--- config.mk ---
export PLATFORM = sky130hd
export DESIGN_NAME = board_clk_rst_seq_flat
export DESIGN_NICKNAME = d
export VERILOG_FILES = /design/src/rtl/board_clk_rst_seq_if.sv /design/src/rtl/board_clk_rst_seq.sv /design/src/flat_wrapper.sv
export SDC_FILE = /design/constraint.sdc
export NUM_CORES = 1
export LEC_CHECK = 0
export CAP_MARGIN = 20
export CORE_MARGIN = 5
export CORE_UTILIZATION = 50
export CTS_CLUSTER_DIAMETER = 30
export DETAILED_ROUTE_END_ITERATION = 8
export PLACE_DENSITY = 0.67
export SLEW_MARGIN = 20
export SYNTH_ARGS = -nofsm -noshare
export SYNTH_HDL_FRONTEND = slang
export SYNTH_SLANG_ARGS = --single-unit
--- constraint.sdc ---
create_clock -name clk_sys -period 5.7 [get_ports clk_sys]
set_input_delay 1.14 -clock clk_sys [delete_from_list [all_inputs] [get_ports clk_sys]]
set_output_delay 1.14 -clock clk_sys [all_outputs]
set_load 0.01 [all_outputs]
--- src/rtl/board_clk_rst_seq_if.sv ---
// Sequencer-side signal bundle: SDRAM handshake, core reset, clock enables and status.
// The master modport is the sequencer; the slave modport is the board logic it controls.
interface board_clk_rst_seq_if;
  logic       mem_ready;
  logic       cpu_pause;
  logic       mem_rst;
  logic       sys_reset;
  logic       ce_pix;
  logic       ce_cpu;
  logic [1:0] state;
  logic       fault;

  modport master (
    input  mem_ready,
    input  cpu_pause,
    output mem_rst,
    output sys_reset,
    output ce_pix,
    output ce_cpu,
    output state,
    output fault
  );

  modport slave (
    output mem_ready,
    output cpu_pause,
    input  mem_rst,
    input  sys_reset,
    input  ce_pix,
    input  ce_cpu,
    input  state,
    input  fault
  );
endinterface

--- src/rtl/board_clk_rst_seq.sv ---
// Board reset sequencer for clk_sys: staged SDRAM/core resets with PLL-loss recovery,
// debounced reset keys, SDRAM-init timeout and free-running pixel/CPU clock enables.
module board_clk_rst_seq #(
  parameter int unsigned HOLD_CYCLES = 255,
  parameter int unsigned DEB_CYCLES  = 65535,
  parameter int unsigned NUM_KEYS    = 1,
  parameter int unsigned PIX_DIV     = 4,
  parameter int unsigned CPU_DIV     = 8,
  parameter int unsigned MEM_TIMEOUT = 4096
) (
  input  logic                 clk_sys,
  input  logic                 reset,
  input  logic                 locked,
  input  logic [NUM_KEYS-1:0]  key_n,
  board_clk_rst_seq_if.master  seq
);

  localparam int unsigned HoldW = (HOLD_CYCLES > 1) ? $clog2(HOLD_CYCLES) : 1;
  localparam int unsigned DebW  = (DEB_CYCLES > 1) ? $clog2(DEB_CYCLES) : 1;
  localparam int unsigned ToW   = (MEM_TIMEOUT > 1) ? $clog2(MEM_TIMEOUT) : 1;
  localparam int unsigned PixW  = (PIX_DIV > 1) ? $clog2(PIX_DIV) : 1;
  localparam int unsigned DivW  = (CPU_DIV > 1) ? $clog2(CPU_DIV) : 1;

  localparam logic [HoldW-1:0] HoldMax = HoldW'(HOLD_CYCLES - 1);
  localparam logic [DebW-1:0]  DebMax  = DebW'(DEB_CYCLES - 1);
  localparam logic [ToW-1:0]   ToMax   = ToW'(MEM_TIMEOUT - 1);
  localparam logic [PixW-1:0]  PixMax  = PixW'(PIX_DIV - 1);
  localparam logic [DivW-1:0]  DivMax  = DivW'(CPU_DIV - 1);

  typedef enum logic [1:0] {
    StLock = 2'd0,
    StHold = 2'd1,
    StMem  = 2'd2,
    StRun  = 2'd3
  } state_e;

  state_e               state_q, state_d;
  logic [HoldW-1:0]     hold_cnt_q, hold_cnt_d;
  logic [ToW-1:0]       to_cnt_q, to_cnt_d;
  logic                 fault_q, fault_d;
  logic [1:0]           locked_sync_q;
  logic                 locked_s;
  logic [NUM_KEYS-1:0]  key_meta_q, key_s_q;
  logic [DebW-1:0]      deb_cnt_q [NUM_KEYS];
  logic [DebW-1:0]      deb_cnt_d [NUM_KEYS];
  logic [NUM_KEYS-1:0]  deb_done_q, deb_done_d;
  logic                 key_press;
  logic [PixW-1:0]      pix_cnt_q, pix_cnt_d;
  logic [DivW-1:0]      div_cnt_q, div_cnt_d;
  logic                 ce_pix_q, ce_cpu_q;

  assign locked_s = locked_sync_q[1];

  // Key synchronisers reset to the released level so reset itself never looks like a press.
  always_ff @(posedge clk_sys) begin
    if (reset) begin
      locked_sync_q <= '0;
      key_meta_q    <= '1;
      key_s_q       <= '1;
    end else begin
      locked_sync_q <= {locked_sync_q[0], locked};
      key_meta_q    <= key_n;
      key_s_q       <= key_meta_q;
    end
  end

  always_comb begin
    deb_cnt_d  = deb_cnt_q;
    deb_done_d = deb_done_q;
    key_press  = 1'b0;
    for (int i = 0; i < int'(NUM_KEYS); i++) begin
      if (key_s_q[i]) begin
        deb_cnt_d[i]  = '0;
        deb_done_d[i] = 1'b0;
      end else if (deb_cnt_q[i] == DebMax) begin
        // Saturated: fire once, then stay quiet until the key is seen released.
        if (!deb_done_q[i]) begin
          key_press     = 1'b1;
          deb_done_d[i] = 1'b1;
        end
      end else begin
        deb_cnt_d[i] = deb_cnt_q[i] + 1'b1;
      end
    end
  end

  always_ff @(posedge clk_sys) begin
    if (reset) begin
      for (int i = 0; i < int'(NUM_KEYS); i++) begin
        deb_cnt_q[i] <= '0;
      end
      deb_done_q <= '0;
    end else begin
      deb_cnt_q  <= deb_cnt_d;
      deb_done_q <= deb_done_d;
    end
  end

  // pix_cnt tracks div_cnt mod PIX_DIV since CPU_DIV is a multiple of PIX_DIV.
  always_comb begin
    pix_cnt_d = (pix_cnt_q == PixMax) ? '0 : pix_cnt_q + 1'b1;
    div_cnt_d = (div_cnt_q == DivMax) ? '0 : div_cnt_q + 1'b1;
  end

  always_ff @(posedge clk_sys) begin
    if (reset) begin
      pix_cnt_q <= '0;
      div_cnt_q <= '0;
      ce_pix_q  <= 1'b0;
      ce_cpu_q  <= 1'b0;
    end else begin
      pix_cnt_q <= pix_cnt_d;
      div_cnt_q <= div_cnt_d;
      ce_pix_q  <= (pix_cnt_d == PixMax);
      ce_cpu_q  <= (div_cnt_d == DivMax) && !seq.cpu_pause;
    end
  end

  always_comb begin
    state_d    = state_q;
    hold_cnt_d = hold_cnt_q;
    to_cnt_d   = to_cnt_q;
    fault_d    = fault_q;
    if (!locked_s) begin
      state_d = StLock;
    end else if (key_press && (state_q != StLock)) begin
      state_d    = StHold;
      hold_cnt_d = '0;
    end else begin
      unique case (state_q)
        StLock: begin
          state_d    = StHold;
          hold_cnt_d = '0;
        end
        StHold: begin
          if (hold_cnt_q == HoldMax) begin
            state_d  = StMem;
            to_cnt_d = '0;
          end else begin
            hold_cnt_d = hold_cnt_q + 1'b1;
          end
        end
        StMem: begin
          if (seq.mem_ready) begin
            state_d = StRun;
          end else if (to_cnt_q == ToMax) begin
            fault_d    = 1'b1;
            state_d    = StHold;
            hold_cnt_d = '0;
          end else begin
            to_cnt_d = to_cnt_q + 1'b1;
          end
        end
        StRun: state_d = StRun;
        default: state_d = StLock;
      endcase
    end
  end

  always_ff @(posedge clk_sys) begin
    if (reset) begin
      state_q    <= StLock;
      hold_cnt_q <= '0;
      to_cnt_q   <= '0;
      fault_q    <= 1'b0;
    end else begin
      state_q    <= state_d;
      hold_cnt_q <= hold_cnt_d;
      to_cnt_q   <= to_cnt_d;
      fault_q    <= fault_d;
    end
  end

  assign seq.mem_rst   = (state_q == StLock) || (state_q == StHold);
  assign seq.sys_reset = (state_q != StRun);
  assign seq.ce_pix    = ce_pix_q;
  assign seq.ce_cpu    = ce_cpu_q;
  assign seq.state     = state_q;
  assign seq.fault     = fault_q;

endmodule

--- src/flat_wrapper.sv ---
// flat-port wrapper written by rule: the top's interface ports become plain ports
module board_clk_rst_seq_flat 
#(
  parameter int unsigned HOLD_CYCLES = 255,
  parameter int unsigned DEB_CYCLES  = 65535,
  parameter int unsigned NUM_KEYS    = 1,
  parameter int unsigned PIX_DIV     = 4,
  parameter int unsigned CPU_DIV     = 8,
  parameter int unsigned MEM_TIMEOUT = 4096
)
  (clk_sys, reset, locked, key_n, seq_mem_ready, seq_cpu_pause, seq_mem_rst, seq_sys_reset, seq_ce_pix, seq_ce_cpu, seq_state, seq_fault);
  board_clk_rst_seq_if seq_i ();
  input  logic clk_sys;
  input  logic reset;
  input  logic locked;
  input  logic [NUM_KEYS-1:0] key_n;
  input wire logic [$bits(seq_i.mem_ready)-1:0] seq_mem_ready;
  input wire logic [$bits(seq_i.cpu_pause)-1:0] seq_cpu_pause;
  output wire logic [$bits(seq_i.mem_rst)-1:0] seq_mem_rst;
  output wire logic [$bits(seq_i.sys_reset)-1:0] seq_sys_reset;
  output wire logic [$bits(seq_i.ce_pix)-1:0] seq_ce_pix;
  output wire logic [$bits(seq_i.ce_cpu)-1:0] seq_ce_cpu;
  output wire logic [$bits(seq_i.state)-1:0] seq_state;
  output wire logic [$bits(seq_i.fault)-1:0] seq_fault;
  assign seq_i.mem_ready = seq_mem_ready;
  assign seq_i.cpu_pause = seq_cpu_pause;
  assign seq_mem_rst = seq_i.mem_rst;
  assign seq_sys_reset = seq_i.sys_reset;
  assign seq_ce_pix = seq_i.ce_pix;
  assign seq_ce_cpu = seq_i.ce_cpu;
  assign seq_state = seq_i.state;
  assign seq_fault = seq_i.fault;
  board_clk_rst_seq #(.HOLD_CYCLES(HOLD_CYCLES), .DEB_CYCLES(DEB_CYCLES), .NUM_KEYS(NUM_KEYS), .PIX_DIV(PIX_DIV), .CPU_DIV(CPU_DIV), .MEM_TIMEOUT(MEM_TIMEOUT)) u_core (.clk_sys(clk_sys), .reset(reset), .locked(locked), .key_n(key_n), .seq(seq_i));
endmodule
==> results of run 1 <==
-- metrics by stage --
step,hold WS [ns],setup WS (ns),power (mW),area [µm²]
floorplan,0.389,3.37,0.393,2820
global placement,0.394,2.68,0.404,2940
detailed placement,0.396,2.60,0.404,2940
CTS,0.420,2.58,0.616,3030
global route,0.425,2.23,0.632,3030
finish,0.417,2.56,0.606,3030
-- Yosys cell counts, types with 2 or more instances --
master and number:
and2_1 3, a211oi_1 4, or2_2 5, o21ai_0 2, and3_1 11, nor2_1 37
nand4_1 9, dfxtp_1 51, o31ai_1 12, xnor2_1 10, nand3_1 16, xor2_1 4
a21oi_1 10, a221o_1 2, clkbuf_1 9, buf_6 2, nor3_2 4, nor2b_1 6
ha_1 15, nor4_1 7, a22o_1 5, nor3_1 9, inv_1 12, o311ai_1 4
or4_1 8, and4_1 4, nand2_1 17, mux2i_1 4
-- logic make-up (layout without fill, tap and decap cells) --
| family | after synthesis | in the layout | synth area share [%] |
|---|---|---|---|
| AOI/OAI and AO/OA | 54 | 54 | 15.9 |
| xor gates and xnor gates | 14 | 14 | 4.35 |
| adders and majority gates | 15 | 15 | 6.66 |
| buffers and inverters | 26 | 33 | 5.02 |
| DFF | 51 | 51 | 36.3 |
| muxes | 5 | 5 | 1.82 |
| and+or+nand+nor | 146 | 146 | 30.0 |
-- registers in the layout (all words and copies together), names as in the netlist, 2 cells and up --
| name | flops |
|---|---|
| u_core.to_cnt_q | 12 |
| u_core.deb_cnt_q | 16 |
| u_core.seq.state | 2 |
| u_core.div_cnt_q | 3 |
| u_core.hold_cnt_q | 8 |
| u_core.pix_cnt_q | 2 |
| u_core.locked_sync_q | 2 |
-- area by class of cell --
class | count | area, µm² | area share (%)
clock buffers | 5 | 68.8 | 2.27
multi-input cells | 234 | 1650 | 54.7
flip-flops and latches | 51 | 1020 | 33.7
repair buffers | 13 | 128 | 4.22
well taps | 72 | 90.1 | 2.98
clock inverters | 3 | 18.8 | 0.620
inverters | 12 | 45.0 | 1.49
-- worst paths after layout --
path | start | endpoint | slack [ns] | depth (start not counted)
worst max-delay path | u_core.hold_cnt_q[1] | u_core.to_cnt_q[7] | 2.56 | 6
worst min-delay path | u_core.key_meta_q | u_core.key_s_q | 0.42 | 1
worst max register to register | u_core.hold_cnt_q[1] | u_core.to_cnt_q[7] | 2.56 | 6
worst min register to register | u_core.key_meta_q | u_core.key_s_q | 0.42 | 1
-- where the power goes --
part | total (mW) | leakage (nW) | internal (mW) | switching (mW)
logic | 0.0297 | 0.618 | 0.0140 | 0.0157
registers | 0.366 | 0.413 | 0.362 | 0.00395
clock network | 0.210 | 0.0483 | 0.0867 | 0.124
-- per-layer routing --
layer	wire, µm	global-route usage, %	vias to the layer above
met5	0	0	-
met4	63	4.32	0
met3	172	3.30	6
met2	2500	25.1	23
met1	2820	21.7	1047
li1	-	-	1169
==> impl_metrics.yaml, run 1 <==
logic_synthesis:
  synth.largest_area_cell: "dfxtp_1"
  synth_top_area_share_pct: 36.3
  ys_types: 57
  synth_area_um2: 2820
  synth_seq_cells: 51
  synthFlopType: "dfxtp_1"
  ys_top_cells_by_area: "dfxtp_1, ha_1, nor2_1, o31ai_1, xnor2_1"
  synth_area_per_cell_um2: 9.06
  syn_inst: 311
  ys.warnings.count: 0
  ys_async_sr_fraction_pct: 0
  synth_enable_flop_cells: 0
  ys_seq_area_share_pct: 36.3
  syn_nets: 332
clock_tree:
  cts_buffers: 5
  cts-resized-gates: 0
  clockBufferDepth: 2
  cts_root_buffer: "clkbuf_8"
  ctsHtreeMaxLevel: 2
  cts_hold_buf: 0
  cts.clk_slew.worst_paths_ns: 0.10
  cts_setup_buffers: 0
  clkSinkCount: 51
  cts_tree: "yes"
  insertion_delay_ns: 0.31
critical_path:
  cp.required_ns: 5.91
  path_buf_inv: 0
  startpoint_type: "flip-flop"
  crit_top_cell: "nand3_1"
  endpoint_kind: "flip-flop"
  cp_max_fo: 29
  cp.arrival_ns: 3.35
  worst-setup-path-type: "reg -> reg"
  crit_path_top_delay_cell: "o31ai_1"
  worstPathCellList: "ha_1, nand3_1, o21ai_0, nand3_1, o31ai_1, o21ba_1"
  slowest_delay_ns: 1.11
  path_delay_family: "compound AO/OA/AOI/OAI gates"
placed_design:
  place_hpwl_um: 3900
  place_congestion: 0.840
  post-place-cells: 382
  io_buffers: 12
route:
  drt_iter0_drc: 113
  drt_pass1_iterations: 4
  wl_um: 5550
  viasPerCell: 5.76
  vias: 2245
  ant_nets: 0
  post-route-drc-count: 0
  wl_per_cell_um: 14.2
global_routing:
  grt.total_usage_pct: 15.8
  grt_max_degree: 32
  overflow: 0
  antenna_found_initial: 0
  grt_pass1_vias: 2037
  grt_pass1_wl_um: 9600
cells_and_area:
  n_antenna_cell: 0
  drive_gt1_share_pct: 9.43
  area_delta_synth_final_pct: 7.42
  final_common_cell: "dfxtp_1"
  mostFrequentLayoutCells: "dfxtp_1, nor2_1, nand2_1"
  final_nets: 338
  final_util_pct: 54.9
  n_fill_cell: 513
  stdcell_count: 390
power_and_ir_drop:
  power.density_nw_per_um2: 200
  ir_drop_uv: 148
  total_leakage_power_nw: 1.08
sta:
  finalSetupViolCount: 0
  relSlewSlack_pct: 32.0
  fin_crit_ns: 3.14
  fin_skew_ns: 0.00877
  final-max-slew-violation-count: 0
  rsz0062_at_grt: "no"
  fin_crit_sh_pct: 55.1
  hold_viol_final: 0
  fin_setup_tns_ns: 0
  max_clock_freq_mhz: 318
  worst_pin_slew_ns: 1.02
floorplanning:
  die_w_um: 85.1
  io_pins: 13
  start_util_pct: 51.1
  die_h_um: 85.1
  die_area_um2: 7230
  rows: 27
  core_area_um2: 5510
run_status:
  outcome: "completed"
run:
  maxCapViolations: 0
worst_hold_path:
  hold_path.class: "reg -> reg"
Note: power is estimated with default switching activity, not from simulation.
==> run 2, diff against run 1 <==
==> constraint.sdc (replaced) <==
create_clock -name clk_sys -period 3 [get_ports clk_sys]
set_input_delay 0.6 -clock clk_sys [delete_from_list [all_inputs] [get_ports clk_sys]]
set_output_delay 0.6 -clock clk_sys [all_outputs]
set_load 0.01 [all_outputs]
==> impl_metrics.yaml, run 2 (same netlist as run 1, synthesis figures left out) <==
global_routing:
  grt.total_usage_pct: 16.4
  grt_pass1_vias: 2124
  grt_max_degree: 32
  overflow: 0
  grt_pass1_wl_um: 9880
  antenna_found_initial: 0
critical_path:
  worst-setup-path-type: "reg -> out"
  cp_max_fo: 7
  r2r_setup_slack_ns: 0.54
  cp.arrival_ns: 1.91
  endpoint_kind: "output port"
  startpoint_type: "flip-flop"
  cp.required_ns: 2.40
  path_depth: 4
  path_delay_family: "buffers and inverters"
  slowest_delay_ns: 0.48
  worstRegToRegCells: 7
  crit_path_end: "seq_mem_rst"
  timing.rr.start: "u_core.seq.state[0]"
  critPathLaunch: "u_core.seq.state[0]"
  path_buf_inv: 2
  crit_path_top_delay_cell: "clkdlybuf4s50_1"
  r2r-end: "u_core.to_cnt_q[3]"
  worstPathCellList: "inv_1, ha_1, or2_2, clkdlybuf4s50_1"
power_and_ir_drop:
  total_leakage_power_nw: 1.08
  power.density_nw_per_um2: 383
  ir_drop_uv: 228
floorplanning:
  start_util_pct: 51.1
  core_area_um2: 5510
  die_area_um2: 7230
  io_pins: 13
  rows: 27
  die_h_um: 85.1
  die_w_um: 85.1
clock_tree:
  clockBufferDepth: 2
  cts_hold_buf: 0
  cts_tree: "yes"
  cts-resized-gates: 0
  insertion_delay_ns: 0.31
  cts_buffers: 5
  ctsHtreeMaxLevel: 2
  clkSinkCount: 51
  cts_root_buffer: "clkbuf_8"
  cts_setup_buffers: 0
  cts.clk_slew.worst_paths_ns: 0.10
route:
  post-route-drc-count: 0
  vias: 2302
  drt_iter0_drc: 113
  viasPerCell: 5.87
  wl_um: 5580
  ant_nets: 0
  drt_pass1_iterations: 4
  wl_per_cell_um: 14.2
placed_design:
  place_hpwl_um: 3950
  place_congestion: 0.790
  io_buffers: 12
  dp_slack_ns: 0.535
worst_hold_path:
  holdPathStages: 1
  hold_path.class: "reg -> reg"
sta:
  fin_crit_ns: 2.51
  fin_setup_tns_ns: 0
  fin_skew_ns: 0.00964
  rsz0062_at_grt: "no"
  worst_pin_slew_ns: 0.681
  setup_ws_ns: 0.485
  fin_crit_sh_pct: 83.8
  hold_viol_final: 0
  relSlewSlack_pct: 54.3
  hold_ws_ns: 0.432
  max_clock_freq_mhz: 398
  final-max-slew-violation-count: 0
  finalSetupViolCount: 0
cells_and_area:
  n_antenna_cell: 0
  final_common_cell: "dfxtp_1"
  final_nets: 340
  area_delta_synth_final_pct: 8.31
  drive_gt1_share_pct: 10.3
  mostFrequentLayoutCells: "dfxtp_1, nor2_1, nand2_1"
  reg.largest.list: "u_core.deb_cnt_q (16), u_core.to_cnt_q (12), u_core.hold_cnt_q (8)"
  regMostFlops: "u_core.deb_cnt_q"
  n_fill_cell: 515
  final_util_pct: 55.4
  largest_reg_flops: 16
run:
  maxCapViolations: 0
run_status:
  outcome: "completed"
## run 2: worst min path at each step
stage	startpoint	slack (ns)	to
after floorplan	u_core.key_meta_q	0.39	u_core.key_s_q
final	u_core.key_meta_q	0.43	u_core.key_s_q
after global placement	u_core.key_meta_q	0.39	u_core.key_s_q
after detailed placement	u_core.key_meta_q	0.42	u_core.key_s_q
after global routing	u_core.key_meta_q	0.45	u_core.key_s_q
after CTS	u_core.key_meta_q	0.44	u_core.key_s_q
## run 2: final cells by class
type | instances | area, µm² | share of cell area [%]
multi-input combinational | 234 | 1660 | 54.4
sequential | 51 | 1020 | 33.5
timing repair buffer | 15 | 143 | 4.68
tap | 72 | 90.1 | 2.95
clock buffer | 5 | 68.8 | 2.26
inverter | 12 | 45.0 | 1.48
clock inverter | 3 | 23.8 | 0.779
## run 2: per-stage QoR
stage	cell area, µm²	std cells	power [mW]
floorplan	2820	311	0.746
global placement	2950	384	0.767
detailed placement	2950	384	0.768
CTS	3050	392	1.18
global route	3050	392	1.22
finish	3050	392	1.17
## run 2: worst register-to-register path, stage by stage (launching register included)
cell and delay, ns:
dfxtp_1 0.47, inv_1 0.10, ha_1 0.37, and3_1 0.29
a41oi_2 0.44, nand4_1 0.16, or4_1 0.41, a21oi_1 0.15
## run 2: power breakdown
group          internal (mW)  total (mW)  switching, mW
logic                 0.0267      0.0559         0.0292
clock network          0.167       0.416          0.249
registers              0.688       0.695        0.00751
## run 2: per-layer routing
metal	part of all wire, %	routed length [µm]	track usage [%]
met3	4.1	230	3.40
met1	49	2740	22.3
met2	45	2540	26.0
met5	0	0	0
met4	1.4	77	5.04
==> run 3, diff against run 2 <==
==> constraint.sdc (replaced) <==
create_clock -name clk_sys -period 2.5 [get_ports clk_sys]
set_input_delay 0.5 -clock clk_sys [delete_from_list [all_inputs] [get_ports clk_sys]]
set_output_delay 0.5 -clock clk_sys [all_outputs]
set_load 0.01 [all_outputs]
==> impl_metrics.yaml, run 3 (same netlist as run 1, synthesis figures left out) <==
route:
  drt_iter0_drc: 112
  post-route-drc-count: 0
  ant_nets: 0
  wl_um: 5640
  viasPerCell: 5.71
  drt_pass1_iterations: 4
  wl_per_cell_um: 14.1
  vias: 2277
power_and_ir_drop:
  switching_power_mw: 0.336
  p_int_mw: 1.17
  ir_drop_uv: 349
  p_comb_share_pct: 4.8
  p_seq_share_pct: 55.6
  totalPowerFinal_mw: 1.50
  clkPwrFrac_pct: 39.6
  total_leakage_power_nw: 1.14
  power.density_nw_per_um2: 481
  switching_share_pct: 22.4
floorplanning:
  io_pins: 13
  die_area_um2: 7230
  die_h_um: 85.1
  core_area_um2: 5510
  rows: 27
  die_w_um: 85.1
  start_util_pct: 51.1
critical_path:
  timing.rr.start: "u_core.deb_cnt_q[0]"
  cp.arrival_ns: 1.92
  startpoint_type: "flip-flop"
  r2r-end: "u_core.to_cnt_q[7]"
  r2r_setup_slack_ns: 0.19
  cp_max_fo: 5
  endpoint_kind: "output port"
  cp.required_ns: 2.00
  worst-setup-path-type: "reg -> out"
  worstRegToRegCells: 7
cells_and_area:
  stdcell_count: 399
  multi_input_area_um2: 1650
  final_area_um2: 3120
  mostFrequentLayoutCells: "dfxtp_1, nor2_1, nand2_1"
  area_delta_synth_final_pct: 10.8
  regMostFlops: "u_core.deb_cnt_q"
  final_nets: 347
  final_common_cell: "dfxtp_1"
  n_fill_cell: 492
  ff_latch_area_um2: 1020
  largest_reg_flops: 16
  drive_gt1_share_pct: 11.9
  n_antenna_cell: 0
  reg.largest.list: "u_core.deb_cnt_q (16), u_core.to_cnt_q (12), u_core.hold_cnt_q (8)"
sta:
  worst_pin_slew_ns: 1.03
  fin_setup_tns_ns: 0
  fin_skew_ns: 0.0106
  setup_ws_ns: 0.0821
  fin_crit_sh_pct: 96.7
  final-max-slew-violation-count: 0
  max_clock_freq_mhz: 414
  relSlewSlack_pct: 30.9
  finalSetupViolCount: 0
  hold_viol_final: 0
  fin_crit_ns: 2.42
  rsz0062_at_grt: "no"
worst_hold_path:
  worstHoldStart: "u_core.key_meta_q"
  hold_path.class: "reg -> reg"
  holdPathStages: 1
  min_to: "u_core.key_s_q"
placed_design:
  placed_area_um2: 3010
  post-place-cells: 391
  place_hpwl_um: 4070
  dp_slack_ns: 0.165
  io_buffers: 12
  place_congestion: 0.796
clock_tree:
  ctsHtreeMaxLevel: 2
  clockBufferDepth: 2
  clkSinkCount: 51
  cts_tree: "yes"
  cts.clk_slew.worst_paths_ns: 0.10
  cts_root_buffer: "clkbuf_8"
  cts-resized-gates: 0
  cts_setup_buffers: 0
  insertion_delay_ns: 0.31
  cts_buffers: 5
  cts_hold_buf: 0
run_status:
  outcome: "completed"
run:
  maxCapViolations: 0
global_routing:
  grt_pass1_wl_um: 9760
  overflow: 0
  grt_pass1_vias: 2146
  antenna_found_initial: 0
  grt.total_usage_pct: 16.1
  grt_max_degree: 31
run 3: changes by cell type in the layout (fill, tap and decap cells not counted), sizes merged:
cell	change
buf	+7
bufinv	+1
clkinv	+1
clkinvlp	-2
run 3: worst max-delay path by stage:
stage,startpoint,endpoint,slack [ns]
3_5_place_dp,seq_mem_ready,u_core.to_cnt_q[3],0.16
2_1_floorplan,u_core.seq.state[0],u_core.to_cnt_q[3],0.44
4_1_cts,u_core.seq.state[1],seq_mem_rst,0.06
3_3_place_gp,u_core.deb_cnt_q[0],u_core.to_cnt_q[7],0.18
6_report,u_core.seq.state[1],seq_mem_rst,0.08
5_1_grt,u_core.seq.state[1],seq_mem_rst,0.004
run 3: layer usage:
layer  vias up  GRT usage, %  share of wire (%)
met5         -             0                  0
met4         0          4.32               0.78
met3         4          2.82                3.4
met2        30          27.3                 48
met1      1064          21.1                 48
li1       1179             -                  -
run 3: worst max-delay path, cell delays in order (launching register included):
cell             delay (ns)
dfxtp_1                0.42
inv_1                  0.12
ha_1                   0.27
or2_2                  0.32
clkdlybuf4s50_1        0.48
run 3: metrics by stage:
step                hold WS, ns  util [%]
detailed placement        0.399      54.6
floorplan                 0.389         -
global route              0.447      56.7
finish                    0.421      56.7
CTS                       0.424      56.7
global placement          0.396      54.6
run 3: cell type report:
cell class | count | area share, %
timing repair buffer | 22 | 6.25
tap | 72 | 2.89
sequential | 51 | 32.7
clock buffer | 5 | 2.20
inverter | 12 | 1.44
multi-input combinational | 234 | 53.0
clock inverter | 3 | 1.52
run 3: power groups by stage:
| stage | Combinational [mW] | Clock (mW) | Sequential, mW |
|---|---|---|---|
| after CTS | 0.0741 | 0.615 | 0.834 |
| after detailed placement | 0.0737 | 0 | 0.853 |
| after global routing | 0.0822 | 0.647 | 0.836 |
| after global placement | 0.0718 | 0 | 0.852 |
| after floorplan | 0.0437 | 0 | 0.852 |
| final | 0.0727 | 0.595 | 0.834 |
